<file path="src/rtl/hwpe_ctrl_vfpu_package.sv">
// +----------------------------------------------------------------------+
// | hwpe_ctrl_vfpu_package                                               |
// | Shared types and constants for the VFPU job sequencer.               |
// | Revision: 1.0                                                        |
// +----------------------------------------------------------------------+
`default_nettype none

package hwpe_ctrl_vfpu_package;

    typedef enum logic [2:0] {
        IDLE    = 3'd0,
        LAUNCH  = 3'd1,
        WAIT    = 3'd2,
        ADVANCE = 3'd3,
        DONE    = 3'd4
    } seq_state_t;

    localparam int unsigned ELEM_BYTES = 4;

endpackage

`default_nettype wire

</file>
<file path="src/rtl/vfpu_chunk_addr_adv.sv">
// +----------------------------------------------------------------------+
// | vfpu_chunk_addr_adv                                                  |
// | Working base addresses for A, B and result; advance per chunk.       |
// | Revision: 1.0                                                        |
// +----------------------------------------------------------------------+
`default_nettype none

module vfpu_chunk_addr_adv
    import hwpe_ctrl_vfpu_package::*;
#(
    parameter int unsigned ADDR_WIDTH     = 32,
    parameter int unsigned CHUNK_WIDTH    = 16,
    parameter int unsigned BYTES_PER_ELEM = ELEM_BYTES
) (
    input  logic                   clk_i,
    input  logic                   rst_i,
    input  logic                   load_i,
    input  logic                   adv_i,
    input  logic [ADDR_WIDTH-1:0]  base_a_i,
    input  logic [ADDR_WIDTH-1:0]  base_b_i,
    input  logic [ADDR_WIDTH-1:0]  base_res_i,
    input  logic [CHUNK_WIDTH-1:0] incr_elems_i,
    output logic [ADDR_WIDTH-1:0]  base_a_o,
    output logic [ADDR_WIDTH-1:0]  base_b_o,
    output logic [ADDR_WIDTH-1:0]  base_res_o
);

    logic [ADDR_WIDTH-1:0] base_a_q;
    logic [ADDR_WIDTH-1:0] base_b_q;
    logic [ADDR_WIDTH-1:0] base_res_q;
    logic [ADDR_WIDTH-1:0] incr_d;

    // One shared byte increment for all three streams; wraps silently.
    assign incr_d = ADDR_WIDTH'(incr_elems_i) * ADDR_WIDTH'(BYTES_PER_ELEM);

    always_ff @(posedge clk_i) begin
        if (rst_i) begin
            base_a_q   <= '0;
            base_b_q   <= '0;
            base_res_q <= '0;
        end else if (load_i) begin
            base_a_q   <= base_a_i;
            base_b_q   <= base_b_i;
            base_res_q <= base_res_i;
        end else if (adv_i) begin
            base_a_q   <= base_a_q + incr_d;
            base_b_q   <= base_b_q + incr_d;
            base_res_q <= base_res_q + incr_d;
        end
    end

    assign base_a_o   = base_a_q;
    assign base_b_o   = base_b_q;
    assign base_res_o = base_res_q;

endmodule

`default_nettype wire

</file>
<file path="src/rtl/vfpu_job_sequencer.sv">
// +----------------------------------------------------------------------+
// | vfpu_job_sequencer                                                   |
// | Splits a VFPU job into chunks and sequences the streamers per chunk. |
// | Revision: 1.0                                                        |
// +----------------------------------------------------------------------+
`default_nettype none

module vfpu_job_sequencer
    import hwpe_ctrl_vfpu_package::*;
#(
    parameter int unsigned DATA_WIDTH  = 32,
    parameter int unsigned ADDR_WIDTH  = 32,
    parameter int unsigned LEN_WIDTH   = 32,
    parameter int unsigned CHUNK_WIDTH = 16
) (
    input  logic                   clk_i,
    input  logic                   rst_i,
    input  logic                   clear_i,
    input  logic                   start_i,
    input  logic [ADDR_WIDTH-1:0]  base_a_i,
    input  logic [ADDR_WIDTH-1:0]  base_b_i,
    input  logic [ADDR_WIDTH-1:0]  base_res_i,
    input  logic [LEN_WIDTH-1:0]   total_len_i,
    input  logic [CHUNK_WIDTH-1:0] chunk_len_i,
    input  logic                   streams_ready_i,
    input  logic                   sink_done_i,
    output logic                   stream_start_o,
    output logic [ADDR_WIDTH-1:0]  base_a_o,
    output logic [ADDR_WIDTH-1:0]  base_b_o,
    output logic [ADDR_WIDTH-1:0]  base_res_o,
    output logic [CHUNK_WIDTH-1:0] trans_size_o,
    output logic [LEN_WIDTH-1:0]   chunk_idx_o,
    output logic                   busy_o,
    output logic                   done_o,
    output logic                   err_o
);

    seq_state_t             state_q;
    logic [LEN_WIDTH-1:0]   remaining_q;
    logic [LEN_WIDTH-1:0]   chunk_idx_q;
    logic [CHUNK_WIDTH-1:0] trans_size_q;
    logic                   start_q;
    logic                   done_q;
    logic                   err_q;

    logic                   sync_rst_d;
    logic [LEN_WIDTH-1:0]   remaining_d;
    logic [CHUNK_WIDTH-1:0] trans_first_d;
    logic [CHUNK_WIDTH-1:0] trans_next_d;

    function automatic logic [CHUNK_WIDTH-1:0] clip_len(
        input logic [LEN_WIDTH-1:0]   rem,
        input logic [CHUNK_WIDTH-1:0] chunk
    );
        logic [LEN_WIDTH-1:0] chunk_ext;
        chunk_ext = LEN_WIDTH'(chunk);
        return (rem < chunk_ext) ? CHUNK_WIDTH'(rem) : chunk;
    endfunction

    assign sync_rst_d    = rst_i | clear_i;
    assign remaining_d   = remaining_q - LEN_WIDTH'(trans_size_q);
    assign trans_first_d = clip_len(total_len_i, chunk_len_i);
    assign trans_next_d  = clip_len(remaining_d, chunk_len_i);

    // Empty and rejected jobs still pass through LAUNCH so that done_o trails
    // start_i by the same two cycles it trails the last sink_done_i.
    always_ff @(posedge clk_i) begin
        if (sync_rst_d) begin
            state_q      <= IDLE;
            remaining_q  <= '0;
            chunk_idx_q  <= '0;
            trans_size_q <= '0;
            start_q      <= 1'b0;
            done_q       <= 1'b0;
            err_q        <= 1'b0;
        end else begin
            start_q <= 1'b0;
            done_q  <= 1'b0;
            unique case (state_q)
                IDLE: begin
                    if (start_i) begin
                        remaining_q  <= total_len_i;
                        chunk_idx_q  <= '0;
                        trans_size_q <= trans_first_d;
                        err_q        <= (chunk_len_i == '0);
                        state_q      <= LAUNCH;
                    end
                end
                LAUNCH: begin
                    if (err_q || (remaining_q == '0)) begin
                        done_q  <= 1'b1;
                        state_q <= DONE;
                    end else if (streams_ready_i) begin
                        start_q <= 1'b1;
                        state_q <= WAIT;
                    end
                end
                WAIT: begin
                    if (sink_done_i) begin
                        state_q <= ADVANCE;
                    end
                end
                ADVANCE: begin
                    remaining_q  <= remaining_d;
                    chunk_idx_q  <= chunk_idx_q + LEN_WIDTH'(1);
                    trans_size_q <= trans_next_d;
                    if (remaining_d == '0) begin
                        done_q  <= 1'b1;
                        state_q <= DONE;
                    end else begin
                        state_q <= LAUNCH;
                    end
                end
                DONE: begin
                    state_q <= IDLE;
                end
                default: begin
                    state_q <= IDLE;
                end
            endcase
        end
    end

    vfpu_chunk_addr_adv #(
        .ADDR_WIDTH     (ADDR_WIDTH),
        .CHUNK_WIDTH    (CHUNK_WIDTH),
        .BYTES_PER_ELEM (DATA_WIDTH / 8)
    ) u_addr_adv (
        .clk_i        (clk_i),
        .rst_i        (sync_rst_d),
        .load_i       ((state_q == IDLE) && start_i),
        .adv_i        (state_q == ADVANCE),
        .base_a_i     (base_a_i),
        .base_b_i     (base_b_i),
        .base_res_i   (base_res_i),
        .incr_elems_i (trans_size_q),
        .base_a_o     (base_a_o),
        .base_b_o     (base_b_o),
        .base_res_o   (base_res_o)
    );

    assign stream_start_o = start_q;
    assign trans_size_o   = trans_size_q;
    assign chunk_idx_o    = chunk_idx_q;
    assign busy_o         = (state_q != IDLE);
    assign done_o         = done_q;
    assign err_o          = err_q;

endmodule

`default_nettype wire

</file>
<file path="config.mk">
export PLATFORM = sky130hd
export DESIGN_NAME = vfpu_job_sequencer
export DESIGN_NICKNAME = d
export VERILOG_FILES = /design/src/rtl/hwpe_ctrl_vfpu_package.sv /design/src/rtl/vfpu_chunk_addr_adv.sv /design/src/rtl/vfpu_job_sequencer.sv
export SDC_FILE = /design/constraint.sdc
export NUM_CORES = 1
export LEC_CHECK = 0
export CELL_PAD_IN_SITES_DETAIL_PLACEMENT = 0
export CELL_PAD_IN_SITES_GLOBAL_PLACEMENT = 1
export CORE_ASPECT_RATIO = 2
export CORE_MARGIN = 2
export CORE_UTILIZATION = 33
export CTS_CLUSTER_DIAMETER = 60
export DETAILED_ROUTE_END_ITERATION = 7
export GPL_ROUTABILITY_DRIVEN = 0
export GPL_TIMING_DRIVEN = 0
export PLACE_DENSITY_LB_ADDON = 0.1
export SYNTH_ARGS = -nofsm -noshare
export SYNTH_HDL_FRONTEND = slang
export SYNTH_SLANG_ARGS = --single-unit
</file>
<file path="constraint.sdc">
create_clock -name clk_i -period 4.3 [get_ports clk_i]
set_input_delay 0.86 -clock clk_i [delete_from_list [all_inputs] [get_ports clk_i]]
set_output_delay 0.86 -clock clk_i [all_outputs]
set_load 0.01 [all_outputs]
</file>
Word-level counts from Yosys, hierarchy flattened
Index checks and enable logic that the tools add are counted.
- input bits: 150
- logic and storage cells: 62
- flip-flop bits (word level): 182
- reduce and logical (&&, ||, !) cells: 13
- bitwise logic cells: 2
- multiplexer cells: 24
- equal/unequal tests: 6
- magnitude comparators: 2
- add/sub/neg operators: 5
- operator list (operator ; count):
    2-to-1 mux 32 bit ; 8
    case mux 32 bit (2 select lines) ; 2
    adder 32 x 18 -> 32 bit ; 3
    logical NOT 32 bit ; 2
    < comparator 32 x 16 -> 1 bit ; 2
    2-to-1 mux 16 bit ; 3
    adder 32 x 1 -> 32 bit, second input constant ; 1
    case mux 16 bit (2 select lines) ; 1
    subtractor 32 x 16 -> 32 bit ; 1
    logical NOT 16 bit ; 1
    2-to-1 mux 3 bit ; 5
    case mux 3 bit (4 select lines) ; 1
    equality test 3 x 2 -> 1 bit, second input constant ; 2
    != test 2 bit, second input constant ; 2
    AND reduction 2 bit ; 2
    nonzero test 2 bit ; 2
    equality test 3 x 1 -> 1 bit, second input constant ; 1
    logical NOT 3 bit ; 1
    2-to-1 mux 1 bit ; 3
    != test 3 bit, second input constant ; 1
    AND reduction 3 bit ; 1
    nonzero test 3 bit ; 1
    OR reduction 3 bit ; 1
    case mux 1 bit (2 select lines) ; 1
    4 further kinds ; 4

Longest topological paths before layout
Gate-level depths: netlist of run 1.
- depth after elaboration: 4
- mapped depth: 20

Hierarchy
A second synthesis of run 1 with hierarchy kept.
- cells, all modules: 1725
- area total of the unflattened synthesis: 13296.5 sq um
- modules (own cells, without submodules) (module ; area an instance (sq um) ; times used ; cells an instance):
    vfpu_chunk_addr_adv ; 6836.6 ; 1 ; 860
    vfpu_job_sequencer ; 6459.9 ; 1 ; 865

Worst setup path after synthesis of run 1
No wires, ideal clock.
- kind: register -> register
- from: register trans_size_q[1], in the netlist trans_size_o[1]
- to: register trans_size_q[4], in the netlist trans_size_o[4]
- period minus slack after synthesis: 4.191 ns
- library setup time: 0.095 ns
- setup slack: 0.109 ns
- cell stages (with the launch flop): 19
- arrival time: 4.095 ns
- path through: dfxtp_1 > inv_1 > ha_1 > nor2b_1 > o31a_1 > a21oi_2 > nand2_1 > a31oi_1 > xor2_1 > inv_1 > ha_1 > nand2b_1 > nor4_1 > o41ai_1 > o311ai_0 > nor2_1 > nand3_2 > buf_6 > a221oi_1
- cells in the longest elaborated chain, start to end: 4
- ends and longest elaborated chain (what ; line ; text):
    start: declaration ; vfpu_job_sequencer.sv:41 ; logic [CHUNK_WIDTH-1:0] trans_size_q;
    start signal: assignment ; vfpu_job_sequencer.sv:84 ; trans_size_q <= trans_first_d;
    start signal: assignment ; vfpu_job_sequencer.sv:106 ; trans_size_q <= trans_next_d;
    subtractor 32 x 16 -> 32 bit (*) ; vfpu_job_sequencer.sv:61 ; assign remaining_d = remaining_q - LEN_WIDTH'(trans_size_q);
    < comparator 32 x 16 -> 1 bit ; vfpu_job_sequencer.sv:57 ; return (rem < chunk_ext) ? CHUNK_WIDTH'(rem) : chunk;
    2-to-1 mux 16 bit (*) ; vfpu_job_sequencer.sv:57 ;
    case mux 16 bit (2 select lines) (*) ; vfpu_job_sequencer.sv:79 ; unique case (state_q)
Every way passes the cells marked *; elsewhere a longest branch is shown, timed or not.
A chain may end at the register's enable or synchronous reset.

Final worst setup path of run 1
- from: register trans_size_q[3], in the netlist trans_size_o[3]
- to: register trans_size_q[7], in the netlist trans_size_o[7]
Same word-level chain as after synthesis.

==> results of run 1 <==
==> area by class of cell <==
cell class	count	area (sq um)	area share [%]
antenna	1	2.502	0.01411
tap	520	650.6	3.668
buffer	93	387.9	2.187
timing repair buffer	330	3232	18.22
multi-input combinational	1364	8930	50.35
inverter	67	255.2	1.439
clock buffer	18	439.2	2.476
clock inverter	12	145.1	0.8183
sequential	182	3695	20.83
==> synthesized netlist by cell type (all sizes together) (6+ instances only) <==
master | number | share of area (%)
or3 | 24 | 1.2
a31oi | 18 | 0.99
buf | 12 | 0.48
xor2 | 37 | 2.5
nand3 | 63 | 2.5
and4 | 6 | 0.41
nand4 | 20 | 0.97
a311oi | 14 | 0.95
or2 | 10 | 0.48
dfxtp | 182 | 28
clkbuf | 81 | 2.4
nor2 | 161 | 4.7
ha | 94 | 9.1
o21a | 18 | 1.0
nand2 | 185 | 5.4
o221ai | 11 | 0.74
o21ai | 117 | 4.5
o31ai | 19 | 1.1
and2 | 12 | 0.58
o211ai | 10 | 0.58
and3 | 24 | 1.2
nor2b | 16 | 0.77
a221oi | 40 | 3.0
a21oi | 176 | 6.8
inv | 67 | 1.9
nor4 | 29 | 1.6
or4 | 6 | 0.38
a21o | 29 | 1.7
a211oi | 20 | 1.2
nand2b | 18 | 0.87
xnor2 | 42 | 2.8
nor3 | 39 | 1.5
a22oi | 28 | 1.6
a211o | 8 | 0.54
==> cells by family after synthesis <==
| group | synth area share [%] |
|---|---|
| buffers and inverters | 4.787 |
| xor gates and xnor gates | 5.348 |
| adders and majority gates | 9.710 |
| muxes | 0.8220 |
| DFF | 28.16 |
| AOI/OAI and AO/OA | 28.12 |
| and+or+nand+nor | 23.05 |
==> layout by cell type, fill, tap and decap left out, types with 24 or more instances in the layout <==
cell / Yosys / final
clkdlybuf4s50_1: 0 / 297
nand2_1: 185 / 184
a21oi_1: 175 / 167
dfxtp_1: 182 / 165
nor2_1: 161 / 158
o21ai_0: 115 / 114
ha_1: 94 / 84
clkbuf_1: 80 / 80
inv_1: 67 / 66
nand3_1: 62 / 62
xnor2_1: 42 / 39
nor3_1: 38 / 38
xor2_1: 37 / 33
a221oi_1: 34 / 33
buf_4: 0 / 31
a21o_1: 29 / 28
a22oi_1: 28 / 28
nor4_1: 27 / 27
or3_1: 24 / 24
and3_1: 24 / 24
==> worst paths after layout <==
path,depth (start not counted),slack [ns],end,from
hold reg to reg,2,0.45,u_addr_adv.base_a_o[1]$_SDFFE_PP0P_,u_addr_adv.base_a_o[1]$_SDFFE_PP0P_
setup reg to reg,18,0.10,trans_size_o[7]$_SDFFE_PP0P_,trans_size_o[3]$_SDFFE_PP0P_
hold / removal,2,0.45,u_addr_adv.base_a_o[1]$_SDFFE_PP0P_,u_addr_adv.base_a_o[1]$_SDFFE_PP0P_
setup / recovery,18,0.10,trans_size_o[7]$_SDFFE_PP0P_,trans_size_o[3]$_SDFFE_PP0P_
==> flip-flops by register name, summed over array words and instances (netlist names) <==
| register | cells |
|---|---|
| err_o | 1 |
| state_q | 3 |
| remaining_q | 32 |
| chunk_idx_o | 32 |
| u_addr_adv.base_res_o | 32 |
| stream_start_o | 1 |
| u_addr_adv.base_b_o | 32 |
| trans_size_o | 16 |
| done_o | 1 |
| u_addr_adv.base_a_o | 32 |
==> power by group through the flow <==
stage          combinational [mW]  sequential (mW)  clock (mW)
2_1_floorplan               0.751             1.85           0
3_3_place_gp                 1.36             1.86           0
3_5_place_dp                 1.37             1.86           0
4_1_cts                      1.47             1.82        1.68
5_1_grt                      1.68             1.82        1.74
6_report                     1.58             1.81        1.68
==> worst reg2reg max path, stage by stage (launching register included) <==
cell and delay, ns:
dfxtp_4 0.40, inv_1 0.08, ha_1 0.35, o211ai_1 0.31, buf_4 0.17, a21oi_2 0.04
o21ai_1 0.21, nand2b_1 0.09, a31oi_1 0.27, xnor2_2 0.19, ha_1 0.32, and4_2 0.28
nand4_1 0.16, o311ai_4 0.37, buf_6 0.17, nor4_4 0.04, buf_4 0.20, buf_8 0.14
a221oi_1 0.29
==> layer usage <==
layer | up-vias | wire, um | global-route usage [%]
li1 | 6988 | - | -
met1 | 7272 | 21260 | 28.64
met2 | 626 | 34690 | 58.88
met3 | 241 | 3312 | 4.522
met4 | 0 | 5807 | 23.75
met5 | - | 0 | 0
==> through the flow <==
step	worst slack [ns]	power (mW)	util, %	std cells
final	0.1020	5.072	45.87	2587
after global routing	-0.08627	5.239	45.87	2587
after CTS	0.001180	4.968	45.06	2565
after detailed placement	-1.037	3.234	42.84	2524
after global placement	-1.417	3.221	42.83	2523
after floorplan	0.1093	2.598	-	1706
==> repair_timing <==
action,in CTS,in global routing
setup buffers,10,21
cloned,1,0
gates resized for setup,55,40
setup endpoints to repair,19,19
endpoints found under the hold margin,0,0
hold buffers,0,0
pin swaps,6,14
==> impl_metrics.csv, run 1 <==
group,metric,value,unit
synth,syn-num-nets,1954,
floorplanning,num_rows,102,
timing,tns,0,ns
worst_setup_path,crit_path_start_kind,"flop",
timing,skew,0.01646,ns
power,p_leak,6.709,nW
grt,antenna_found_initial,1,
worst_setup_path,required,4.66,ns
final_layout,final_nets,2303,
worst_setup_path,cp_max_fo,5,
floorplanning,dieHeight,284.0,um
worst_setup_path,end_kind,"flop",
floorplanning,ios,298,
grt,grt_pass1_wl,93030,um
timing,period_share,97.63,%
drt,initialDrtViolationCount,998,
synth,synth_edf_count,0,
worst_setup_path,path_buf_inv,5,
timing,worst_pin_slew,1.401,ns
clocking,root_buffer,"clkbuf_16",
clocking,htreeDepth,4,
final_layout,final_area,17740,sq um
timing,hold_viol,0,
synth,synthFlopType,"dfxtp_1",
synth,async_flop_share,0,%
timing,max_slew_margin,6.227,%
power,power.internal,3.277,mW
final_layout,drive_gt1_share,7.890,%
grt,grt-ovfl-total,0,
worst_setup_path,critPathMaxStageDelay,0.40,ns
synth,syn_inst,1706,
timing,finalMaxSlewViolations,0,
grt,gr-usage-all-layers,31.01,%
synth,avgSynthCellArea,7.583,sq um
power,ir_worst_vdd,277.4,uV
worst_setup_path,path_class,"reg2reg",
floorplanning,core,38670,sq um
clocking,clkTransAtPathRegs,0.08,ns
placement,place_area,16570,sq um
drt,ant_nets,0,
clocking,numCtsBuffers,17,
clocking,cts_tree,"built",
power,seq_power_share,35.7,%
timing,setup_viol,0,
drt,drt-wirelength-per-cell,25.15,um
drt,drc,0,
worst_setup_path,path_cells,"inv_1 > ha_1 > o211ai_1 > buf_4 > a21oi_2 > o21ai_1 > nand2b_1 > a31oi_1 > xnor2_2 > ha_1 > and4_2 > nand4_1 > o311ai_4 > buf_6 > nor4_4 > buf_4 > buf_8 > a221oi_1",
synth,ys_seq_area_share,28.16,%
drt,viasPerCell,5.847,
synth,ys_warn_count,0,
hold_path,hold_path_class,"reg2reg",
floorplanning,fp.dieArea,40900,sq um
clocking,clockBufferDepth,2,
power,p_per_area,286.0,nW/um^2
power,switching_share,35.39,%
outcome,outcome,"complete, no violations",
synth,ys_types,79,
drt,routed_wl,65070,um
clocking,clock_sinks,182,
worst_setup_path,path_delay_family,"compound AO/OA/AOI/OAI gates",
drt,dr.pass1.iters,7,
final_layout,fillCellCount,3997,
timing,period_needed,4.198,ns
power,p_clk_share,33.1,%
floorplanning,fp.dieW,144.0,um
placement,portBuffers,297,
drt,num_vias,15130,
power,power.switching,1.795,mW
worst_setup_path,cp.arrival,4.56,ns
timing,fmax,238.2,MHz
grt,grt_max_degree,17,
timing,holdWs,0.4542,ns
synth,syn-cell-area,12940,sq um
placement,hpwl,51620,um
grt,grt_pass1_vias,15320,
power,p_comb_share,31.2,%
worst_setup_path,cpMaxStageDelayCell,"dfxtp_4",
floorplanning,start_util,33.46,%
synth,ys_ff_latch,182,
final_layout,synthToLayoutAreaGrowth,37.10,%
run,cap_violations,0,
clocking,clk_latency,0.47,ns
No activity file was read; power rests on OpenSTA's default activity.
==> run 2, diff against run 1 <==
Settings changed: ABC_CLOCK_PERIOD_IN_PS set to 3800.
Clock period 4.3 ns to 3.8 ns, I/O delays scaled along.
==> run 2 against run 1 <==
Via count up 1.1%; critical path type unchanged; clock-buffer cell count down 1; register-to-register slack worse by 0.27 ns; the run now ends with negative setup slack left; flip-flop and latch count unchanged; total power up 13%; design area up 2.5%; clock skew down 0.0025 ns; critical path depth down 4; combinational power up 20%; worst hold slack better by 0.0060 ns.
==> impl_metrics.csv, run 2 (synthesis gave the netlist of run 1 again) <==
group,metric,value,unit
floorplanning,fp.dieW,144.0,um
timing,holdWs,0.4602,ns
drt,routed_wl,65400,um
drt,drc,0,
grt,grt_pass1_vias,15570,
clocking,clkTransAtPathRegs,0.08,ns
floorplanning,ios,298,
drt,viasPerCell,5.878,
drt,ant_nets,0,
clocking,root_buffer,"clkbuf_16",
final_layout,fin_util,47.00,%
power,power.switching,2.115,mW
worst_setup_path,path_cells,"inv_1 > ha_1 > clkbuf_2 > o21ai_0 > a21bo_2 > nor2b_1 > nand4_1 > or4_1 > nor4b_1 > nand4b_1 > nor4_4 > buf_4 > buf_6 > a221oi_2",
drt,dr.pass1.iters,5,
worst_setup_path,required,4.16,ns
timing,setup_viol,15,
floorplanning,fp.dieArea,40900,sq um
final_layout,num_antenna_cells,0,
grt,gr-usage-all-layers,31.43,%
final_layout,layout_common_cells,"clkdlybuf4s50_1 (297), nand2_1 (183), a21oi_1 (168), dfxtp_1 (162), nor2_1 (157)",
grt,busiest_layer,"met2",
clocking,clock_sinks,182,
grt,grt_use_met2,57.61,%
timing,period_share,104.5,%
final_layout,fillCellCount,3912,
power,p_per_area,316.7,nW/um^2
drt,num_vias,15290,
power,ir_worst_vdd,301.4,uV
outcome,violations,"negative setup slack",
power,p_comb_share,32.9,%
power,finalPower,5.756,mW
timing,setup_slack,-0.1694,ns
grt,grt_max_degree,19,
timing,tns,-2.264,ns
drt,drt-wirelength-per-cell,25.13,um
final_layout,stdcell_count,2602,
floorplanning,start_util,33.46,%
worst_setup_path,cp.arrival,4.33,ns
worst_setup_path,path_delay_family,"simple AND/OR/NAND/NOR gates",
placement,pre_cts_slack,-1.261,ns
worst_setup_path,crit_path_start_kind,"flop",
final_layout,final_nets,2317,
timing,max_slew_margin,19.88,%
clocking,numCtsBuffers,17,
worst_setup_path,cp_max_fo,10,
timing,rsz0062_at_grt,"yes",
placement,portBuffers,297,
power,p_leak,6.893,nW
timing,worst_pin_slew,1.202,ns
worst_setup_path,cpMaxStageDelayCell,"dfxtp_2",
worst_setup_path,critPathMaxStageDelay,0.51,ns
clocking,htreeDepth,4,
worst_setup_path,end_kind,"flop",
floorplanning,num_rows,102,
floorplanning,core,38670,sq um
worst_setup_path,path_class,"reg2reg",
grt,use_met1,28.76,%
final_layout,final_common_cell,"clkdlybuf4s50_1",
clocking,cts-hold-fix-buffers,0,
grt,antenna_found_initial,1,
power,power.internal,3.641,mW
clocking,cts_tree,"built",
run,cap_violations,0,
final_layout,synthToLayoutAreaGrowth,40.49,%
floorplanning,dieHeight,284.0,um
clocking,clockBufferDepth,2,
timing,finalMaxSlewViolations,0,
placement,place_area,16600,sq um
timing,period_needed,3.969,ns
grt,use_met3,5.518,%
placement,dpl.cell_count,2524,
grt,grt_pass1_wl,94730,um
clocking,clk_latency,0.47,ns
final_layout,drive_gt1_share,10.66,%
timing,skew,0.01394,ns
drt,initialDrtViolationCount,918,
power,switching_share,36.75,%
final_layout,final_area,18180,sq um
timing,fmax,251.9,MHz
grt,grt-ovfl-total,0,
placement,hpwl,51490,um
power,seq_power_share,35.5,%
hold_path,hold_path_class,"reg2reg",
outcome,outcome,"complete, but fails checks",
power,p_clk_share,31.6,%
timing,hold_viol,0,
worst_setup_path,path_buf_inv,4,
run 2: layout make-up:
cell class | count | area (sq um) | area share, %
clock inverter | 15 | 132.6 | 0.7297
sequential | 182 | 3706 | 20.39
multi-input combinational | 1364 | 9210 | 50.67
tap | 520 | 650.6 | 3.580
inverter | 67 | 259.0 | 1.425
clock buffer | 17 | 425.4 | 2.340
buffer | 91 | 380.4 | 2.093
timing repair buffer | 346 | 3412 | 18.77
run 2: metal layers:
| metal | wire (um) | share of wire (%) | vias up |
|---|---|---|---|
| li1 | - | - | 7020 |
| met2 | 34100 | 52 | 672 |
| met4 | 6702 | 10 | 2 |
| met3 | 3706 | 5.7 | 293 |
| met1 | 20850 | 32 | 7307 |
| met5 | 31 | 0.047 | - |
run 2: what timing repair did:
| item | in CTS | in global routing |
|---|---|---|
| hold endpoints to repair | 0 | 0 |
| pin swaps | 38 | 23 |
| gates resized for setup | 115 | 44 |
| setup buffers | 34 | 13 |
| cloned | 2 | 0 |
| endpoints found under the setup margin | 26 | 20 |
run 2: worst paths after layout:
| path | startpoint | endpoint | slack, ns | cells after the start |
|---|---|---|---|---|
| max | trans_size_o[15]$_SDFFE_PP0P_ | trans_size_o[5]$_SDFFE_PP0P_ | -0.17 | 14 |
| min | u_addr_adv.base_b_o[1]$_SDFFE_PP0P_ | u_addr_adv.base_b_o[1]$_SDFFE_PP0P_ | 0.46 | 2 |
| min reg2reg | u_addr_adv.base_b_o[1]$_SDFFE_PP0P_ | u_addr_adv.base_b_o[1]$_SDFFE_PP0P_ | 0.46 | 2 |
| max reg2reg | trans_size_o[15]$_SDFFE_PP0P_ | trans_size_o[5]$_SDFFE_PP0P_ | -0.17 | 14 |
run 2: worst min-delay path, delay by kind of cell (launching register included):
family | cells | cell delay [ns]
flip-flops | 1 | 0.32
AND/OR/NAND/NOR | 1 | 0.05
AO/OA/AOI/OAI | 1 | 0.05
run 2: power by group through the flow:
| stage | Sequential (mW) | Clock (mW) | Combinational (mW) |
|---|---|---|---|
| 2_1_floorplan | 2.09 | 0 | 0.861 |
| 3_3_place_gp | 2.10 | 0 | 1.55 |
| 3_5_place_dp | 2.11 | 0 | 1.56 |
| 4_1_cts | 2.04 | 1.84 | 1.80 |
| 5_1_grt | 2.05 | 1.91 | 2.01 |
| 6_report | 2.04 | 1.82 | 1.89 |
==> run 3, diff against run 2 <==
Settings changed: CORE_ASPECT_RATIO 2 to unset.
==> run 3 against run 2 <==
The flow still finishes with violations (negative setup slack); critical path depth is 4 higher; maximum frequency is 1.1% higher; final cell count is 0.23% higher; clock-buffer cell count is 1 higher; clock skew is 0.00060 ns lower; sequential power hardly changed; die area is 0.23% lower; critical path type unchanged; largest power group unchanged.
==> impl_metrics.csv, run 3 (synthesis gave the netlist of run 1 again) <==
group,metric,value,unit
outcome,outcome,"complete, but fails checks",
outcome,violations,"negative setup slack",
floorplanning,fp.dieArea,40800,sq um
timing,finalMaxSlewViolations,0,
timing,period_share,103.3,%
floorplanning,ios,298,
final_layout,drive_gt1_share,10.57,%
hold_path,hold_path_depth,2,
grt,grt_pass1_vias,14310,
worst_setup_path,cp.arrival,4.29,ns
drt,dr.pass1.iters,5,
grt,antenna_found_initial,1,
placement,pre_cts_slack,-1.222,ns
hold_path,whs_endpoint,"u_addr_adv.base_a_o[0]$_SDFFE_PP0P_",
timing,setup_slack,-0.1261,ns
clocking,cts_tree,"built",
worst_setup_path,r2r_cells,18,
clocking,cts-hold-fix-buffers,0,
grt,grt_max_degree,18,
timing,skew,0.01334,ns
final_layout,synthToLayoutAreaGrowth,41.52,%
clocking,clk_latency,0.46,ns
drt,viasPerCell,5.759,
drt,ant_nets,0,
worst_setup_path,path_class,"reg2reg",
timing,hold_viol,0,
clocking,htreeDepth,4,
hold_path,min_from,"u_addr_adv.base_a_o[0]$_SDFFE_PP0P_",
hold_path,hold_path_class,"reg2reg",
final_layout,stdcell_count,2608,
final_layout,layout_common_cells,"clkdlybuf4s50_1 (297), nand2_1 (183), a21oi_1 (166), dfxtp_1 (165), nor2_1 (156)",
drt,routed_wl,61400,um
floorplanning,start_util,33.48,%
placement,dpl.cell_count,2521,
power,p_per_area,325.8,nW/um^2
worst_setup_path,cp_max_fo,5,
final_layout,num_antenna_cells,0,
drt,num_vias,15020,
timing,rsz0062_at_grt,"yes",
run,cap_violations,0,
power,finalPower,5.964,mW
timing,fmax,254.7,MHz
placement,place_area,16580,sq um
drt,initialDrtViolationCount,1179,
worst_setup_path,required,4.16,ns
clocking,clockBufferDepth,2,
timing,max_slew_margin,21.46,%
grt,grt_pass1_wl,90670,um
floorplanning,fp.dieW,202,um
placement,portBuffers,297,
floorplanning,core,38650,sq um
clocking,numCtsBuffers,17,
grt,grt-ovfl-total,0,
power,p_leak,6.933,nW
clocking,root_buffer,"clkbuf_16",
final_layout,final_common_cell,"clkdlybuf4s50_1",
final_layout,fin_util,47.37,%
worst_setup_path,reg2reg_slack,-0.13,ns
floorplanning,num_rows,72,
worst_setup_path,crit_path_start_kind,"flop",
final_layout,final_area,18310,sq um
placement,hpwl,46900,um
final_layout,fillCellCount,3867,
final_layout,final_nets,2325,
worst_setup_path,r2r_start,"trans_size_o[1]$_SDFFE_PP0P_",
clocking,clkTransAtPathRegs,0.08,ns
worst_setup_path,end_kind,"flop",
clocking,clock_sinks,182,
worst_setup_path,r2r_end,"trans_size_o[3]$_SDFFE_PP0P_",
timing,setup_viol,16,
floorplanning,dieHeight,202,um
timing,worst_pin_slew,1.178,ns
drt,drc,0,
power,ir_worst_vdd,311.1,uV
timing,period_needed,3.926,ns
drt,drt-wirelength-per-cell,23.54,um
grt,gr-usage-all-layers,29.36,%
[run 3: worst max-delay path by stage]
stage                                 start                            to  depth (start not counted)
2_1_floorplan  trans_size_o[1]$_SDFFE_PP0P_  trans_size_o[7]$_SDFFE_PP0P_                         18
3_3_place_gp   trans_size_o[6]$_SDFFE_PP0P_  trans_size_o[7]$_SDFFE_PP0P_                         17
3_5_place_dp   trans_size_o[6]$_SDFFE_PP0P_  trans_size_o[8]$_SDFFE_PP0P_                         16
4_1_cts         remaining_q[0]$_SDFFE_PP0P_  trans_size_o[3]$_SDFFE_PP0P_                         22
5_1_grt        trans_size_o[1]$_SDFFE_PP0P_  trans_size_o[9]$_SDFFE_PP0P_                         18
6_report       trans_size_o[1]$_SDFFE_PP0P_  trans_size_o[3]$_SDFFE_PP0P_                         18
[run 3: final cells by class]
type	count	area [sq um]	area share, %
multi-input cells	1364	9255	50.55
plain buffers	92	372.9	2.036
repair buffers	353	3461	18.90
well taps	518	648.1	3.540
clock inverters	14	186.4	1.018
flip-flops and latches	182	3700	20.21
clock buffers	18	429.2	2.344
inverters	67	256.5	1.401
[run 3: through the flow]
step	hold WS (ns)	setup TNS [ns]
after floorplan	0.4471	0
after global placement	0.4440	-18.69
after detailed placement	0.4480	-19.87
after CTS	0.4590	-2.681
after global routing	0.4754	-3.427
final	0.4565	-1.471
[run 3: per-layer routing]
metal	wire (um)	part of all wire (%)	global-route usage, %	vias up
met5	18	0.029	0	-
met4	2071	3.4	9.375	2
met3	4083	6.6	4.337	107
met2	28920	47	49.32	634
met1	26300	43	38.65	7243
li1	-	-	-	7034
[run 3: what timing repair did]
item                                   CTS  global route
setup endpoints to repair               21            19
cloned                                   1             0
pin swaps                               26            32
endpoints found under the hold margin    0             0
resized for setup                       99            50
buffers inserted                        37            20
[run 3: critical path, stage by stage (launching register included)]
cell and delay [ns]:
dfxtp_4 0.38, inv_6 0.06, ha_1 0.29, nor2b_2 0.16, o31a_1 0.32, a21oi_4 0.22
nand2_4 0.11, a31oi_4 0.16, xor2_1 0.21, inv_1 0.12, ha_4 0.29, nand2_2 0.07
nor4_1 0.44, o41ai_4 0.15, o311ai_4 0.14, buf_6 0.18, nor4_4 0.05, buf_8 0.20
a221oi_2 0.27
[run 3: power by group]
| group | switching, mW | total, mW | internal, mW |
|---|---|---|---|
| Combinational | 1.07 | 1.95 | 0.876 |
| Sequential | 0.0768 | 2.04 | 1.97 |
| Clock | 0.917 | 1.97 | 1.06 |
